$ cat config.mk
export PLATFORM = sky130hd
export DESIGN_NAME = ysyx_22041207_axi_read_arbiter
export DESIGN_NICKNAME = d
export VERILOG_FILES = /design/src/rtl/ysyx_22041207_axi_read_arbiter.sv
export SDC_FILE = /design/constraint.sdc
export NUM_CORES = 1
export LEC_CHECK = 0
export ABC_CLOCK_PERIOD_IN_PS = 1530
export BUFFER_PORTS_ARGS = -buffer_cell sky130_fd_sc_hd__buf_2
export CAP_MARGIN = 5
export CORE_AREA = 2 2 164 166
export CTS_BUF_LIST = sky130_fd_sc_hd__clkbuf_8
export DETAILED_ROUTE_END_ITERATION = 12
export DIE_AREA = 0 0 166 168
export PLACE_DENSITY = 0.42
export SLEW_MARGIN = 10
export SYNTH_ARGS = -nofsm -noshare
export SYNTH_HDL_FRONTEND = slang
export SYNTH_SLANG_ARGS = --single-unit
$ cat constraint.sdc
create_clock -name clk -period 1.53 [get_ports clk]
set_input_delay 0.2295 -clock clk [delete_from_list [all_inputs] [get_ports clk]]
set_output_delay 0.2295 -clock clk [all_outputs]
set_load 0.1 [all_outputs]
$ cat src/rtl/ysyx_22041207_axi_read_arbiter.sv
// N-master to 1-slave AXI read arbiter: IDLE/ADDR/DATA FSM, one transaction owns the slave, 1-cycle arbitration.
// Fixed priority (lowest index wins) by default; define YSYX_22041207_ARB_RR_EN for round-robin arbitration.
module ysyx_22041207_axi_read_arbiter #(
    parameter  int NUM_MASTERS   = 2,
    parameter  int RW_DATA_WIDTH = 64,
    parameter  int RW_ADDR_WIDTH = 64,
    parameter  int SIZE_WIDTH    = 8,
    localparam int IDX_W         = $clog2(NUM_MASTERS)
) (
    input  logic                                   clk,
    input  logic                                   rst,
    input  logic [NUM_MASTERS-1:0]                 m_r_valid_i,
    output logic [NUM_MASTERS-1:0]                 m_r_ready_o,
    input  logic [NUM_MASTERS*RW_ADDR_WIDTH-1:0]   m_r_addr_i,
    input  logic [NUM_MASTERS*SIZE_WIDTH-1:0]      m_r_size_i,
    output logic [NUM_MASTERS-1:0]                 m_r_data_valid_o,
    input  logic [NUM_MASTERS-1:0]                 m_r_data_ready_i,
    output logic [NUM_MASTERS*RW_DATA_WIDTH-1:0]   m_data_read_o,
    output logic                                   s_r_valid_o,
    input  logic                                   s_r_ready_i,
    output logic [RW_ADDR_WIDTH-1:0]               s_r_addr_o,
    output logic [SIZE_WIDTH-1:0]                  s_r_size_o,
    input  logic                                   s_r_data_valid_i,
    output logic                                   s_r_data_ready_o,
    input  logic [RW_DATA_WIDTH-1:0]               s_data_read_i,
    output logic [IDX_W-1:0]                       grant_o,
    output logic                                   busy_o
);

    typedef enum logic [1:0] {
        ST_IDLE = 2'd0,
        ST_ADDR = 2'd1,
        ST_DATA = 2'd2
    } state_t;

    state_t                   r_state;
    state_t                   w_state_nxt;
    logic [IDX_W-1:0]         r_grant;
    logic [IDX_W-1:0]         w_winner;
    logic [IDX_W-1:0]         w_lo_idx;
    logic [NUM_MASTERS-1:0]   w_gnt_oh;
    logic                     w_any_req;
    logic                     w_gnt_valid;
    logic                     w_gnt_data_ready;
    logic                     w_addr_hs;
    logic                     w_data_hs;
    logic [RW_ADDR_WIDTH-1:0] w_gnt_addr;
    logic [SIZE_WIDTH-1:0]    w_gnt_size;

    // One-hot view of the owner so every per-master mux is a simple AND/OR.
    always_comb begin
        w_gnt_oh = '0;
        for (int i = 0; i < NUM_MASTERS; i++) begin
            w_gnt_oh[i] = (r_grant == IDX_W'(i));
        end
    end

    always_comb begin
        w_gnt_addr = '0;
        w_gnt_size = '0;
        for (int i = 0; i < NUM_MASTERS; i++) begin
            if (w_gnt_oh[i]) begin
                w_gnt_addr = m_r_addr_i[i*RW_ADDR_WIDTH +: RW_ADDR_WIDTH];
                w_gnt_size = m_r_size_i[i*SIZE_WIDTH +: SIZE_WIDTH];
            end
        end
    end

    assign w_any_req        = |m_r_valid_i;
    assign w_gnt_valid      = |(m_r_valid_i & w_gnt_oh);
    assign w_gnt_data_ready = |(m_r_data_ready_i & w_gnt_oh);
    assign w_addr_hs        = (r_state == ST_ADDR) && w_gnt_valid && s_r_ready_i;
    assign w_data_hs        = (r_state == ST_DATA) && s_r_data_valid_i && w_gnt_data_ready;

`ifdef YSYX_22041207_ARB_RR_EN
    logic [IDX_W-1:0] r_rr_ptr;
    logic [IDX_W-1:0] w_hi_idx;
    logic             w_hi_hit;

    // Lowest requester at or above the pointer wins; otherwise wrap to the lowest requester overall.
    always_comb begin
        w_lo_idx = '0;
        w_hi_idx = '0;
        w_hi_hit = 1'b0;
        for (int i = NUM_MASTERS - 1; i >= 0; i--) begin
            if (m_r_valid_i[i]) begin
                w_lo_idx = IDX_W'(i);
                if (IDX_W'(i) >= r_rr_ptr) begin
                    w_hi_idx = IDX_W'(i);
                    w_hi_hit = 1'b1;
                end
            end
        end
        w_winner = w_hi_hit ? w_hi_idx : w_lo_idx;
    end

    always_ff @(posedge clk) begin
        if (rst) begin
            r_rr_ptr <= '0;
        end else if (w_data_hs) begin
            r_rr_ptr <= (r_grant == IDX_W'(NUM_MASTERS - 1)) ? '0 : r_grant + IDX_W'(1);
        end
    end
`else
    always_comb begin
        w_lo_idx = '0;
        for (int i = NUM_MASTERS - 1; i >= 0; i--) begin
            if (m_r_valid_i[i]) begin
                w_lo_idx = IDX_W'(i);
            end
        end
        w_winner = w_lo_idx;
    end
`endif

    always_ff @(posedge clk) begin
        if (rst) begin
            r_state <= ST_IDLE;
            r_grant <= '0;
        end else begin
            r_state <= w_state_nxt;
            if (r_state == ST_IDLE && w_any_req) begin
                r_grant <= w_winner;
            end
        end
    end

    // A requester withdrawing before its address handshake aborts back to IDLE.
    always_comb begin
        w_state_nxt = r_state;
        case (r_state)
            ST_IDLE: if (w_any_req) w_state_nxt = ST_ADDR;
            ST_ADDR: begin
                if (w_addr_hs)         w_state_nxt = ST_DATA;
                else if (!w_gnt_valid) w_state_nxt = ST_IDLE;
            end
            ST_DATA: if (w_data_hs) w_state_nxt = ST_IDLE;
            default: w_state_nxt = ST_IDLE;
        endcase
    end

    always_comb begin
        m_r_ready_o      = '0;
        m_r_data_valid_o = '0;
        m_data_read_o    = '0;
        s_r_valid_o      = 1'b0;
        s_r_addr_o       = '0;
        s_r_size_o       = '0;
        s_r_data_ready_o = 1'b0;
        case (r_state)
            ST_ADDR: begin
                s_r_valid_o = w_gnt_valid;
                s_r_addr_o  = w_gnt_addr;
                s_r_size_o  = w_gnt_size;
                m_r_ready_o = s_r_ready_i ? w_gnt_oh : '0;
            end
            ST_DATA: begin
                s_r_data_ready_o = w_gnt_data_ready;
                m_r_data_valid_o = s_r_data_valid_i ? w_gnt_oh : '0;
                for (int i = 0; i < NUM_MASTERS; i++) begin
                    if (w_gnt_oh[i]) begin
                        m_data_read_o[i*RW_DATA_WIDTH +: RW_DATA_WIDTH] = s_data_read_i;
                    end
                end
            end
            default: ;
        endcase
    end

    assign grant_o = r_grant;
    assign busy_o  = (r_state != ST_IDLE);

endmodule

==> impl_metrics.env, run 1 <==
export IMPL_final_area_um2=10300
export IMPL_synth_top_family_by_area="simple AND/OR/NAND/NOR gates"
export IMPL_syn_to_final_growth_pct=354
export IMPL_endpoint_kind="primary output"
export IMPL_ys_types=23
export IMPL_synth_simple_area_share=0.514
export IMPL_htreeDepth=1
export IMPL_wl_per_cell_um=15.2
export IMPL_core_area_um2=26400
export IMPL_finalMaxSlewViolations=0
export IMPL_setup_viol=206
export IMPL_synthesis_nets=548
export IMPL_drc=0
export IMPL_syn_avg_cell_area_um2=6.81
export IMPL_cap_violations=0
export IMPL_cp_slowest_cell="dfxtp_4"
export IMPL_worst_slew_pin_slew_ns=0.335
export IMPL_layout_drive_gt1_share=0.972
export IMPL_fillers=2465
export IMPL_die_w_um=166
export IMPL_worstSetupPathType="register to primary output"
export IMPL_crit_chain="buf_12, buf_12, mux2i_2, nor2_4, buf_12"
export IMPL_crit_path_max_fanout=12
export IMPL_gp_congestion=0.740
export IMPL_synth_edf_count=0
export IMPL_hold_path_class="primary input to register"
export IMPL_violations="setup timing"
export IMPL_final_setup_skew_ns=0.00132
export IMPL_synth_area_um2=2260
export IMPL_r2r_end="r_state[1]"
export IMPL_insertion_delay_ns=0.22
export IMPL_cp_num_buf_inv=3
export IMPL_antenna_cells=0
export IMPL_cpPeakStageDelay_ns=0.38
export IMPL_dp_hpwl_um=14100
export IMPL_overflow=0
export IMPL_hold_depth=2
export IMPL_start_util=0.0858
export IMPL_synth_seq_cells=3
export IMPL_synth_fa_ha_area_frac=0
export IMPL_detail_route_antenna_nets=0
export IMPL_place_ws_ns=-0.200
export IMPL_synthCells=332
export IMPL_timing_hold_ws_ns=0.217
export IMPL_cp_common_cell="buf_12"
export IMPL_arrival_ns=1.49
export IMPL_ff2ff_path_depth=5
export IMPL_ios=424
export IMPL_clkSlewWorstSetupHoldPaths_ns=0.03
export IMPL_drtIter0Drc=53
export IMPL_fin_crit_ns=1.72
export IMPL_power_density_nw_per_um2=554
export IMPL_antenna_found_initial=3
export IMPL_synth_area_mux_share=0.327
export IMPL_fp_dieH_um=168
export IMPL_hold_viol=0
export IMPL_clock_sinks=3
export IMPL_track_usage=0.108
export IMPL_synth_compound_area_share=0.0183
export IMPL_required_ns=1.30
export IMPL_totalWireLength_um=17300
export IMPL_cp_start_kind="register"
export IMPL_grt_pass1_vias=4154
export IMPL_ys_seq_area_frac=0.0265
export IMPL_leakage_nw=4.19
export IMPL_cts_buffer_depth=2
export IMPL_clock_fmax_ghz=0.582
export IMPL_r2r_start="grant_o"
export IMPL_avgViaCountPerCell=3.59
export IMPL_port_buffers=423
export IMPL_setup_ws_ns=-0.188
export IMPL_fp_dieArea_um2=27900
export IMPL_synth_xor_area_share=0
export IMPL_status="complete, but fails checks"
export IMPL_cpLargestDelayFamily="buffers and inverters"
export IMPL_synth_ff_type="dfxtp_1"
export IMPL_hold_path_startpoint="rst"
export IMPL_cts_root_buf="clkbuf_8"
export IMPL_min_period_over_period=1.12
export IMPL_reg2reg_slack_ns=0.07
export IMPL_fin_cells=1136
export IMPL_rsz0062_at_grt="yes"
export IMPL_synthArstFlopShare=0
export IMPL_firstDrtPassIters=4
export IMPL_cts_made_buffers=3
export IMPL_vias=4083
export IMPL_grt_pass1_wl_um=23900
export IMPL_placedCellCount=1107
export IMPL_relSlewSlack=0.770
export IMPL_placed_cell_area_um2=9050
export IMPL_grt_max_degree=27
export IMPL_ir_drop_uv=380
export IMPL_nets=1012
export IMPL_fp_row_count=60
export IMPL_holdPathEnd="grant_o"
export IMPL_cts_tree="built"
export IMPL_finalPower_mw=5.69
export IMPL_yosysWarnings=0
## per-stage QoR
step           TNS, ns  utilization
2_1_floorplan   -33.12            -
3_3_place_gp    -0.482        0.343
3_5_place_dp     -1.11        0.343
4_1_cts         -32.16        0.356
5_1_grt         -41.88        0.389
6_report        -29.60        0.389
## worst max-delay path by stage
stage / start / end / slack (ns) / cells past startpoint
detailed placement: grant_o / r_state[1] / -0.20 / 5
global placement: grant_o / r_state[1] / -0.18 / 5
global route: r_state[1] / m_data_read_o[106] / -0.24 / 5
floorplan: grant_o / m_r_ready_o[0] / -0.44 / 4
CTS: grant_o / s_r_addr_o[29] / -0.20 / 6
finish: grant_o / s_r_addr_o[60] / -0.19 / 5
## synth_stat cells, types with 2 or more instances
cell type    n  area share
a211oi_1     2      0.0066
a21oi_1      2      0.0044
and2_1     130        0.36
buf_2        3      0.0066
buf_4       10       0.033
buf_6       11       0.055
clkbuf_1     2      0.0033
clkbuf_2     5       0.011
dfxtp_1      3       0.027
inv_1        3      0.0050
mux2i_1     74        0.33
nand2b_1     2      0.0055
nor2_1      75        0.12
## repair_timing
| action | in CTS | in global routing |
|---|---|---|
| buffers inserted | 2 | 8 |
| pin swaps | 3 | 16 |
| gates resized for setup | 49 | 93 |
| gates cloned | 2 | 14 |
| setup endpoints to repair | 209 | 208 |
| hold buffers | 0 | 0 |
## state kept, by name, indices dropped and copies added (netlist names)
| register | count |
|---|---|
| r_state | 2 |
| grant_o | 1 |
## cells in the final DEF, fill, tap and decap left out, drive strengths merged
cell / count
o31ai: 1
and3: 1
nand2b: 3
and3b: 1
and4b: 1
clkbuf: 12
o221ai: 1
or3: 1
and2: 130
nor2: 76
clkinvlp: 2
or2: 1
nor3b: 1
mux2i: 74
nand2: 1
buf: 480
dfxtp: 3
a21oi: 2
inv: 2
a211oi: 2
## kinds of logic after synthesis
logic type / count (synthesis)
flip-flops: 3
multiplexers: 74
AO/OA/AOI/OAI: 6
buffers and inverters: 34
AND/OR/NAND/NOR: 215
## final cells by class
cell class              instances  area, µm²  area share
repair buffers                489       6200       0.604
multi-input cells             296       3500       0.341
well taps                     341        427      0.0416
flip-flops and latches          3       68.8     0.00671
clock buffers                   3       41.3     0.00402
inverters                       3       18.8     0.00183
clock inverters                 1       3.75    0.000366
## layer usage
layer,global-route usage,part of all wire
met2,0.209,0.55
met1,0.124,0.37
met5,0,0
met3,0.0237,0.077
met4,0.0125,0.0054
## report_power, final
| part | switching (mW) | leakage (nW) | total (mW) | internal (mW) |
|---|---|---|---|---|
| sequential | 0.0140 | 0.0264 | 0.102 | 0.0878 |
| combinational | 3.18 | 4.14 | 5.36 | 2.17 |
| clock | 0.0559 | 0.0269 | 0.227 | 0.171 |
No activity file was read; power rests on OpenSTA's default activity.
==> inputs of run 2 (changes only) <==
- BUFFER_PORTS_ARGS: -buffer_cell sky130_fd_sc_hd__buf_2 -> default
- CELL_PAD_IN_SITES_DETAIL_PLACEMENT: default -> 1
- CELL_PAD_IN_SITES_GLOBAL_PLACEMENT: default -> 1
- CORE_AREA: 2 2 164 166 -> 2 2 162 164
- DIE_AREA: 0 0 166 168 -> 0 0 164 166
- DONT_BUFFER_PORTS: default -> 1
- PLACE_DENSITY: 0.42 -> 0.36
- SKIP_CTS_REPAIR_TIMING: default -> 1
==> run 2 against run 1 <==
The flow still finishes with violations (setup timing). Sequential share of layout area up 0.40 points. Critical endpoint is now m_data_read_o[21]. Core utilization down 14 points. Critical path type unchanged. Global-route usage down 1.3 points. Final cell count down 30%. Highest routed layer unchanged. Largest power group unchanged.
==> impl_metrics.env, run 2 (synthesized netlist as in run 1, its figures left out) <==
export IMPL_drc=0
export IMPL_firstDrtPassIters=2
export IMPL_placed_cell_area_um2=5370
export IMPL_regMostFlops="r_state"
export IMPL_clkSlewWorstSetupHoldPaths_ns=0.03
export IMPL_finalSetupTns_ns=-37.27
export IMPL_totalWireLength_um=16700
export IMPL_fp_row_count=59
export IMPL_finalMaxSlewViolations=0
export IMPL_cts_root_buf="clkbuf_8"
export IMPL_leakage_nw=2.31
export IMPL_fp_dieH_um=166
export IMPL_finalPower_mw=5.01
export IMPL_power_density_nw_per_um2=776
export IMPL_cp_start_kind="register"
export IMPL_avgViaCountPerCell=3.75
export IMPL_grt_pass1_vias=2925
export IMPL_worst_slew_pin_slew_ns=0.297
export IMPL_vias=2982
export IMPL_port_buffers=0
export IMPL_place_ws_ns=-0.0975
export IMPL_core_area_um2=25600
export IMPL_multi_input_area_um2=3240
export IMPL_violations="setup timing"
export IMPL_layout_drive_gt1_share=0.942
export IMPL_status="complete, but fails checks"
export IMPL_endpoint_kind="primary output"
export IMPL_busiest_layer="met2"
export IMPL_use_met3=0.0432
export IMPL_final_common_cell="and2_4"
export IMPL_rsz0062_at_grt="yes"
export IMPL_fp_dieArea_um2=27200
export IMPL_grt_pass1_wl_um=19300
export IMPL_required_ns=1.30
export IMPL_syn_to_final_growth_pct=185
export IMPL_grt_max_degree=57
export IMPL_layout_common_cells="and2_4, buf_12, nor2_4"
export IMPL_detail_route_antenna_nets=0
export IMPL_hold_viol=0
export IMPL_min_period_over_period=1.17
export IMPL_gp_congestion=0.681
export IMPL_cts_tree="built"
export IMPL_antenna_found_initial=4
export IMPL_nets=668
export IMPL_final_area_um2=6450
export IMPL_track_usage=0.0951
export IMPL_setup_ws_ns=-0.255
export IMPL_final_setup_skew_ns=0.00235
export IMPL_start_util=0.0883
export IMPL_cap_violations=0
export IMPL_cts_buffer_depth=2
export IMPL_fillers=2813
export IMPL_overflow=0
export IMPL_largest_reg_flops=2
export IMPL_placedCellCount=749
export IMPL_drtIter0Drc=69
export IMPL_fin_cells=796
export IMPL_die_w_um=164
export IMPL_worstSetupPathType="register to primary output"
export IMPL_relSlewSlack=0.797
export IMPL_regArea_um2=68.8
export IMPL_ios=424
export IMPL_clock_sinks=3
export IMPL_clock_fmax_ghz=0.560
export IMPL_dp_hpwl_um=12900
export IMPL_setup_viol=205
export IMPL_htreeDepth=1
export IMPL_insertion_delay_ns=0.22
export IMPL_ir_drop_uv=339
export IMPL_met2_usage=0.194
export IMPL_hold_path_class="primary input to register"
export IMPL_crit_path_max_fanout=10
export IMPL_fin_crit_ns=1.78
export IMPL_cts_made_buffers=3
export IMPL_wl_per_cell_um=21.0
export IMPL_arrival_ns=1.56
export IMPL_gr_usage_met1=0.0866
[run 2: layout make-up]
type,instances,share of cell area
clock inverter,1,0.000582
antenna,10,0.00388
inverter,3,0.00291
sequential,3,0.0107
clock buffer,3,0.00640
multi-input combinational,296,0.502
tap,335,0.0650
timing repair buffer,145,0.408
[run 2: power breakdown]
part,switching (mW),internal [mW],leakage (nW)
combinational,2.96,1.73,2.26
clock,0.0515,0.171,0.0270
sequential,0.0128,0.0879,0.0264
[run 2: worst max-delay path, stage by stage, from the launching register on]
cell and delay, ns:
dfxtp_4 0.35, buf_8 0.14, nor2_4 0.12, buf_12 0.18
buf_6 0.11, buf_6 0.09, and2_4 0.32
[run 2: metrics by stage]
stage,utilization,hold slack (ns)
2_1_floorplan,-,0.293
3_3_place_gp,0.210,0.305
3_5_place_dp,0.210,0.307
4_1_cts,0.211,0.0822
5_1_grt,0.251,0.0589
6_report,0.252,0.0704
[run 2: final timing paths]
check	startpoint	end	slack (ns)	cells past startpoint
min	rst	r_state[1]	0.07	1
min reg2reg	r_state[0]	r_state[1]	0.60	3
max reg2reg	grant_o	r_state[0]	0.09	6
max	grant_o	m_data_read_o[21]	-0.25	6
[run 2: per-layer routing]
| layer | wire length (µm) | vias to the layer above |
|---|---|---|
| met5 | 0 | - |
| met4 | 57 | 0 |
| met3 | 2120 | 2 |
| met2 | 9490 | 240 |
| met1 | 5050 | 1413 |
| li1 | - | 1327 |
==> inputs of run 3 (changes only) <==
- CORE_AREA: 2 2 162 164 -> 2 2 167 169
- DIE_AREA: 0 0 164 166 -> 0 0 169 171
- PLACE_DENSITY: 0.36 -> 0.35
==> run 3 against run 2 <==
The run still ends with setup timing left. Critical path depth is the same. Final cell count is 2.5% lower. Routed wire length fell by 7.5%. Global-route usage fell by 1.3 points. Highest routed layer unchanged. Critical path type unchanged. Core utilization fell by 3.4 points. Sequential power hardly changed.
==> impl_metrics.env, run 3 (synthesized netlist as in run 1, its figures left out) <==
export IMPL_firstDrtPassIters=3
export IMPL_layout_common_cells="and2_4, buf_12, nor2_4"
export IMPL_overflow=0
export IMPL_endpoint_kind="primary output"
export IMPL_final_area_um2=5970
export IMPL_final_setup_skew_ns=0.00133
export IMPL_grt_max_degree=66
export IMPL_power_density_nw_per_um2=800
export IMPL_fp_dieH_um=171
export IMPL_relSlewSlack=0.760
export IMPL_detail_route_antenna_nets=0
export IMPL_fin_cells=776
export IMPL_cp_start_kind="register"
export IMPL_htreeDepth=1
export IMPL_nets=647
export IMPL_placedCellCount=750
export IMPL_syn_to_final_growth_pct=164
export IMPL_cts_tree="built"
export IMPL_core_area_um2=27300
export IMPL_cp_slowest_cell="and2_4"
export IMPL_final_util=0.218
export IMPL_ios=424
export IMPL_port_buffers=0
export IMPL_fp_dieArea_um2=28900
export IMPL_track_usage=0.0817
export IMPL_hold_depth=1
export IMPL_place_ws_ns=-0.0852
export IMPL_cpPeakStageDelay_ns=0.33
export IMPL_ff2ff_path_depth=5
export IMPL_rsz0062_at_grt="yes"
export IMPL_cp_common_cell="buf_12"
export IMPL_fillers=3046
export IMPL_worstSetupPathType="register to primary output"
export IMPL_cts_buffer_depth=2
export IMPL_arrival_ns=1.55
export IMPL_leakage_nw=2.12
export IMPL_clock_fmax_ghz=0.563
export IMPL_finalMaxSlewViolations=0
export IMPL_start_util=0.0828
export IMPL_hold_path_startpoint="rst"
export IMPL_antenna_cells=0
export IMPL_required_ns=1.30
export IMPL_multi_input_area_um2=3040
export IMPL_die_w_um=169
export IMPL_gp_congestion=0.707
export IMPL_wl_per_cell_um=19.9
export IMPL_finalSetupTns_ns=-37.02
export IMPL_fp_row_count=61
export IMPL_layout_drive_gt1_share=0.867
export IMPL_finalPower_mw=4.77
export IMPL_setup_ws_ns=-0.245
export IMPL_cts_made_buffers=3
export IMPL_cap_violations=0
export IMPL_fin_crit_ns=1.78
export IMPL_clock_sinks=3
export IMPL_vias=2881
export IMPL_largest_reg_flops=2
export IMPL_min_period_over_period=1.16
export IMPL_grt_pass1_vias=2783
export IMPL_crit_path_max_fanout=8
export IMPL_worst_slew_pin_slew_ns=0.351
export IMPL_insertion_delay_ns=0.22
export IMPL_clkSlewWorstSetupHoldPaths_ns=0.03
export IMPL_ir_drop_uv=321
export IMPL_crit_chain="nand2b_4, nor2_4, buf_12, buf_12, clkbuf_16, and2_4"
export IMPL_cp_startpoint="r_state[0]"
export IMPL_drc=0
export IMPL_violations="setup timing"
export IMPL_drtIter0Drc=31
export IMPL_antenna_found_initial=0
export IMPL_dp_hpwl_um=12200
export IMPL_avgViaCountPerCell=3.71
export IMPL_cpLargestDelayFamily="simple AND/OR/NAND/NOR gates"
export IMPL_cts_root_buf="clkbuf_8"
export IMPL_setup_viol=207
export IMPL_hold_viol=0
export IMPL_regMostFlops="r_state"
export IMPL_placed_cell_area_um2=5280
export IMPL_crit_cells=6
export IMPL_regArea_um2=66.3
export IMPL_totalWireLength_um=15500
export IMPL_hold_path_class="primary input to register"
export IMPL_grt_pass1_wl_um=17700
export IMPL_cp_num_buf_inv=3
export IMPL_status="complete, but fails checks"
export IMPL_final_common_cell="and2_4"
export IMPL_r2r_start="grant_o"
export IMPL_timing_hold_ws_ns=0.0738
[run 3: changes by cell type in the layout (fill, tap and decap cells not counted), sizes merged]
cell / previous run / this run
nand2b: 3 / 2
diode: 10 / 0
clkbuf: 16 / 11
buf: 132 / 117
[run 3: routing by layer]
layer,vias up,global-route usage,wire length (µm)
li1,1266,-,-
met1,1348,0.0756,4660
met2,257,0.171,8980
met3,10,0.0252,1560
met4,0,0.0208,280
met5,-,0,0
[run 3: worst paths after layout]
| check | endpoint | slack, ns |
|---|---|---|
| min reg2reg | r_state[1] | 0.57 |
| min | grant_o | 0.07 |
| max reg2reg | r_state[0] | 0.06 |
| max | m_data_read_o[52] | -0.25 |
[run 3: worst register-to-register path: stages (launching register included)]
cell      delay (ns)
dfxtp_4         0.39
buf_12          0.13
buf_16          0.20
mux2i_4         0.32
o221ai_2        0.13
and3b_1         0.18
[run 3: layout make-up]
class,count,share of cell area
repair buffers,125,0.396
inverters,3,0.00315
clock buffers,3,0.00692
clock inverters,1,0.000629
well taps,346,0.0726
flip-flops and latches,3,0.0111
multi-input cells,295,0.510
[run 3: power by group]
part,internal [mW],total [mW],leakage [nW],switching [mW]
combinational,1.55,4.44,2.07,2.89
sequential,0.0887,0.102,0.0261,0.0136
clock,0.171,0.225,0.0269,0.0543
